===== src/rtl/encoder_8to3_seq.sv =====
// Sequential 8-to-3 priority encoder with a pending-request register and valid/ack handshake.
// Optional registered "multi" (more codes queued) output enabled by ENCODER_MULTI_EN.
module encoder_8to3_seq (
  input  logic clk,
  input  logic rst,
  input  logic D0,
  input  logic D1,
  input  logic D2,
  input  logic D3,
  input  logic D4,
  input  logic D5,
  input  logic D6,
  input  logic D7,
  input  logic ack,
  output logic A0,
  output logic A1,
  output logic A2,
  output logic valid
`ifdef ENCODER_MULTI_EN
  ,
  output logic multi
`endif
);

  typedef enum logic {IDLE, HOLD} state_t;

  state_t     state_q, state_d;
  logic [7:0] pending_q, pending_d;
  logic [2:0] code_q, code_d;
  logic [7:0] req;
  logic [7:0] grant_mask;
  logic [2:0] grant_idx;
  logic       grant;
  logic       has_pend;

  assign req      = {D7, D6, D5, D4, D3, D2, D1, D0};
  assign has_pend = |pending_q;

  // Ascending scan: the last set bit seen is the highest, so it wins.
  always_comb begin
    grant_idx = 3'd0;
    for (int i = 0; i < 8; i++) begin
      if (pending_q[i]) grant_idx = 3'(i);
    end
  end

  always_comb begin
    state_d    = state_q;
    code_d     = code_q;
    grant      = 1'b0;
    grant_mask = 8'd0;
    case (state_q)
      IDLE: if (has_pend) grant = 1'b1;
      HOLD: begin
        if (ack) begin
          if (has_pend) grant = 1'b1;
          else          state_d = IDLE;
        end
      end
      default: state_d = IDLE;
    endcase
    if (grant) begin
      state_d    = HOLD;
      code_d     = grant_idx;
      grant_mask = 8'b1 << grant_idx;
    end
    // A request line high on its own grant edge re-arms the bit.
    pending_d = (pending_q & ~grant_mask) | req;
  end

  always_ff @(posedge clk or posedge rst) begin
    if (rst) begin
      state_q   <= IDLE;
      pending_q <= 8'd0;
      code_q    <= 3'd0;
    end else begin
      state_q   <= state_d;
      pending_q <= pending_d;
      code_q    <= code_d;
    end
  end

  assign A0    = code_q[2];
  assign A1    = code_q[1];
  assign A2    = code_q[0];
  assign valid = (state_q == HOLD);

`ifdef ENCODER_MULTI_EN
  logic multi_q, multi_d;

  assign multi_d = (state_d == HOLD) && (|pending_d);

  always_ff @(posedge clk or posedge rst) begin
    if (rst) multi_q <= 1'b0;
    else     multi_q <= multi_d;
  end

  assign multi = multi_q;
`endif

endmodule


===== config.mk =====
export PLATFORM = sky130hd
export DESIGN_NAME = encoder_8to3_seq
export DESIGN_NICKNAME = d
export VERILOG_FILES = /design/src/rtl/encoder_8to3_seq.sv
export SDC_FILE = /design/constraint.sdc
export NUM_CORES = 1
export LEC_CHECK = 0
export ABC_AREA = 1
export CORE_AREA = 2 2 39 41
export CTS_BUF_LIST = sky130_fd_sc_hd__clkbuf_4
export CTS_CLUSTER_SIZE = 10
export DETAILED_ROUTE_END_ITERATION = 12
export DIE_AREA = 0 0 41 43
export GPL_ROUTABILITY_DRIVEN = 0
export GPL_TIMING_DRIVEN = 0
export PLACE_DENSITY = 0.75
export SLEW_MARGIN = 40
export SYNTH_ARGS = -nofsm -noshare
export SYNTH_HDL_FRONTEND = slang
export SYNTH_SLANG_ARGS = --single-unit

===== constraint.sdc =====
create_clock -name clk -period 3.3 [get_ports clk]
set_clock_uncertainty 0.15 [all_clocks]
set_input_delay 0.66 -clock clk [delete_from_list [all_inputs] [get_ports clk]]
set_output_delay 0.66 -clock clk [all_outputs]
set_load 0.05 [all_outputs]

=== Word level (Yosys, flattened, before mapping) ===
Index checks and enable logic that the tools add are counted.

* Shift operators: 1
* Reduce and logical (&&, ||, !) cells: 1
* Bitwise gates (word level): 4
* Mux-type cells: 14

{| class="wikitable"
|+ Operator list
! kind !! number
|-
| two-way mux 3 bit || 5
|-
| AND 8 bit || 1
|-
| two-way mux 8 bit || 1
|-
| NOT 8 bit || 1
|-
| OR 8 bit || 1
|-
| OR reduction 8 bit || 1
|-
| << shifter 1 x 3 -> 8 bit, first input constant || 1
|-
| two-way mux 1 bit || 6
|-
| two-way mux 2 bit || 1
|-
| case mux 1 bit (2 select lines) || 1
|-
| NOT 1 bit || 1
|}

* Logic and storage cells: 23
* Output and inout bits: 4
* Bits in registers: 12

=== Logic depth before layout (Yosys ltp) ===
* Depth after elaboration: 12
* Mapped depth: 10
* Gate-level depth less buffers: 10

=== Worst setup path before layout ===
No wires, ideal clock.

* Path type: register -> register
* Start: register state_q, in the netlist valid
* End: register pending_q[2]
* Data arrival time: 1265 ps
* Setup slack: 1821 ps
* Data required time: 3085 ps
* Period minus slack after synthesis: 1479 ps
* Cell stages (with the launch flop): 9
* Cell sequence: dfrtp_1 -> inv_1 -> nor2_4 -> inv_1 -> nand3_1 -> inv_2 -> nand4_1 -> nand2_1 -> nand2_1

* Cells in the longest elaborated chain, start to end: 6

{| class="wikitable"
|+ Ends and longest elaborated chain
! item !! RTL line !! text
|-
| start: declaration || 27 || <nowiki>state_t state_q, state_d;</nowiki>
|-
| start signal: assignment || 77 || <nowiki>state_q <= state_d;</nowiki>
|-
| NOT 1 bit || -- ||
|-
| case mux 1 bit (2 select lines) * || 52 || <nowiki>case (state_q)</nowiki>
|-
| two-way mux 8 bit * || 62 || <nowiki>if (grant) begin</nowiki>
|-
| NOT 8 bit * || 68 || <nowiki>pending_d = (pending_q & ~grant_mask) | req;</nowiki>
|-
| AND 8 bit * || 68 ||
|-
| OR 8 bit * || 68 ||
|-
| via pending_d[2] || 28 || <nowiki>logic [7:0] pending_q, pending_d;</nowiki>
|-
| end signal: assignment || 78 || <nowiki>pending_q <= pending_d;</nowiki>
|-
| end: declaration || 28 ||
|}

Mark *: on every way through the listed nets, which the timed path passes. The rest lies on a longest branch.
A chain may end at the register's enable or synchronous reset.

=== Worst setup path after layout ===
* Start: register code_q[0]
* End: output A2

{| class="wikitable"
|+ RTL lines
! item !! RTL line !! text
|-
| start: declaration || 29 || <nowiki>logic [2:0] code_q, code_d;</nowiki>
|-
| start signal: assignment || 79 || <nowiki>code_q <= code_d;</nowiki>
|-
| end: declaration || 17 || <nowiki>output logic A2,</nowiki>
|}

No word-level cell between the ends.

==> results.txt <==
WL final - 932 um
Synth Area in Adders - 0
grt total ovfl - 0
core area - 1380 um2
total power - 0.285 mW
drt drc - 0
startpoint types - flip-flop
Critical Path RT - 2490 ps
worst path arrival time - 1410 ps
final worst-path cycle share - 0.672
Most used DFF post-synth - dfrtp_1
via count - 490
Final Max Slew Viols - 0
synthesis-stage register bit count - 12
mux cell area share after synthesis - 0
sequential share of the synthesized area - 0.491
status - finished clean
total track usage - 0.143
Clock Sinks - 12
Slew @ Worst Pin - 486 ps
main combinational cell family by area after synthesis - simple AND/OR/NAND/NOR gates
Initial Utilization - 0.442
post-synth top area share - 0.491
Post-Synth XOR/XNOR Area - 0
cell count after synthesis - 74
min-delay worst type - reg -> reg
deepest clock path buffer count - 2
hpwl dp - 754 um
placed insts - 104
leakage power - 0.392 nW
n_diodes - 0
Multi-input gate area - 248 um2
first-pass GRT wire length - 1610 um
chip width - 41 um
Max Cap Viol - 0
post-route ant nets - 0
DP Area - 772 um2
CTS root buf - clkbuf_4
Net Count, Synth - 85
mapped cell area - 612 um2
drt first pass iters - 2
clk_lat worst skew - 270 ps
Power Dens Cells - 359 nW/um2
vias per inst - 4.58
Fin Hold WS - 336 ps
Layout area overhead - 29.9%
DIE AREA - 1760 um2
total CTS buffers - 3
Simple-Gate Fraction of Synth Area - 0.288
final non-filler cell total - 107
fin area - 795 um2
Die Ht - 43 um
Syn Area/Cell - 8.27 um2
Post-synth EDFFs - 0
cell taking the most area after synthesis - dfrtp_1
TritonCTS clock tree - done
Netlist cell types - 19
Register Area - 300 um2
Synth top cells by count - nand2_1, dfrtp_1, inv_1
Max IR drop VDD - 188 uV
ratio of cells with drive above 1 in the final layout - 0.209
slowest stage cell, crit path - clkdlybuf4s50_1
kind of end point of the critical path - primary output
Final TNS setup - 0 ps
Crit Path Class - reg -> out
WL per Instance - 8.71 um
vias in the first global route - 427
# fillers - 135
DR iter-0 viols - 2
CP top delay family - buffers and inverters
CP max stage delay - 800 ps
post-CTS setup buffer count - 0
Slew Limit Headroom - 0.675
Synth Area in Compound Gates - 0.117
PortBufs - 14
FMAX - 0.451 GHz
Period minus WS final - 2220 ps
I/O pin cnt - 15
unrepaired setup endpoints after global routing - no
top-count cell post-synth - nand2_1
CP cell instances - clkdlybuf4s50_1
Hold-fix buffers, CTS - 0
final hold vios - 0
# setup viols final - 0
Core Rows - 14
H-tree depth - 1
# resized after CTS - 0
initial antenna violation count - 0
largest cells by area after synthesis - dfrtp_1, nand2_1, inv_1
Worst Path Max Fanout - 2
largest net degree at the start of global routing - 13
Nets - 104
Ys Warns - 0
Buf/Inv on CP - 1
FFs w/ async S/R, synth - 1.00
clock transition at the registers of the reported paths - 70 ps
-- kinds of logic after synthesis --
group / count (synthesis)
AO/OA/AOI/OAI: 11
buffers and inverters: 17
flip-flops: 12
AND/OR/NAND/NOR: 34
-- layout by cell type (no fill, tap or decap), types with 3 or more instances in the layout --
cell	instances
clkbuf_4	3
nor2_1	7
nand2_1	14
inv_2	5
nand3_1	3
nor2_4	3
dfrtp_1	12
inv_1	12
nand2_2	4
clkdlybuf4s50_1	14
-- layout make-up --
cell class              instances  area share
multi-input cells              45       0.312
inverters                      17      0.0803
well taps                      16      0.0252
flip-flops and latches         12       0.378
repair buffers                 14       0.176
clock buffers                   3      0.0283
-- power breakdown --
group          internal [mW]  switching, mW
clock network         0.0422         0.0450
registers              0.151        0.00232
logic                 0.0205         0.0237
total                  0.214         0.0710
-- layer usage --
metal / part of all wire / track usage / wire length [um]
met4: 0.038 / 0.140 / 35
met5: 0 / 0 / 0
met3: 0.063 / 0.0314 / 59
met2: 0.44 / 0.184 / 408
met1: 0.46 / 0.182 / 429
-- worst reg2reg max path, stage by stage (launching register included) --
cell	delay [ps]
dfrtp_1	390
inv_2	90
nand2_1	90
nor2_1	140
nand3_1	100
inv_2	80
nand2_2	50
o21ai_1	120
nand2_1	60
-- state kept, by name, summed over array words and instances, names as in the netlist --
name       count
code_q         3
valid          1
pending_q      8
-- metrics by stage --
stage	utilization	setup slack [ps]
global route	0.574	1020
floorplan	-	1820
global placement	0.558	1290
finish	0.574	1080
CTS	0.574	1070
detailed placement	0.558	1270
-- worst paths after layout --
path | from | endpoint | slack [ps] | cells after the start
worst max-delay path | code_q[0] | A2 | 1080 | 1
worst min register to register | pending_q[6] | pending_q[6] | 340 | 1
min in group asynchronous | rst | pending_q[4] | 540 | 2
worst min-delay path | pending_q[6] | pending_q[6] | 340 | 1
max in group asynchronous | rst | pending_q[0] | 2160 | 2
worst max register to register | pending_q[7] | pending_q[1] | 1920 | 8
Note: power is estimated with default switching activity, not from simulation.
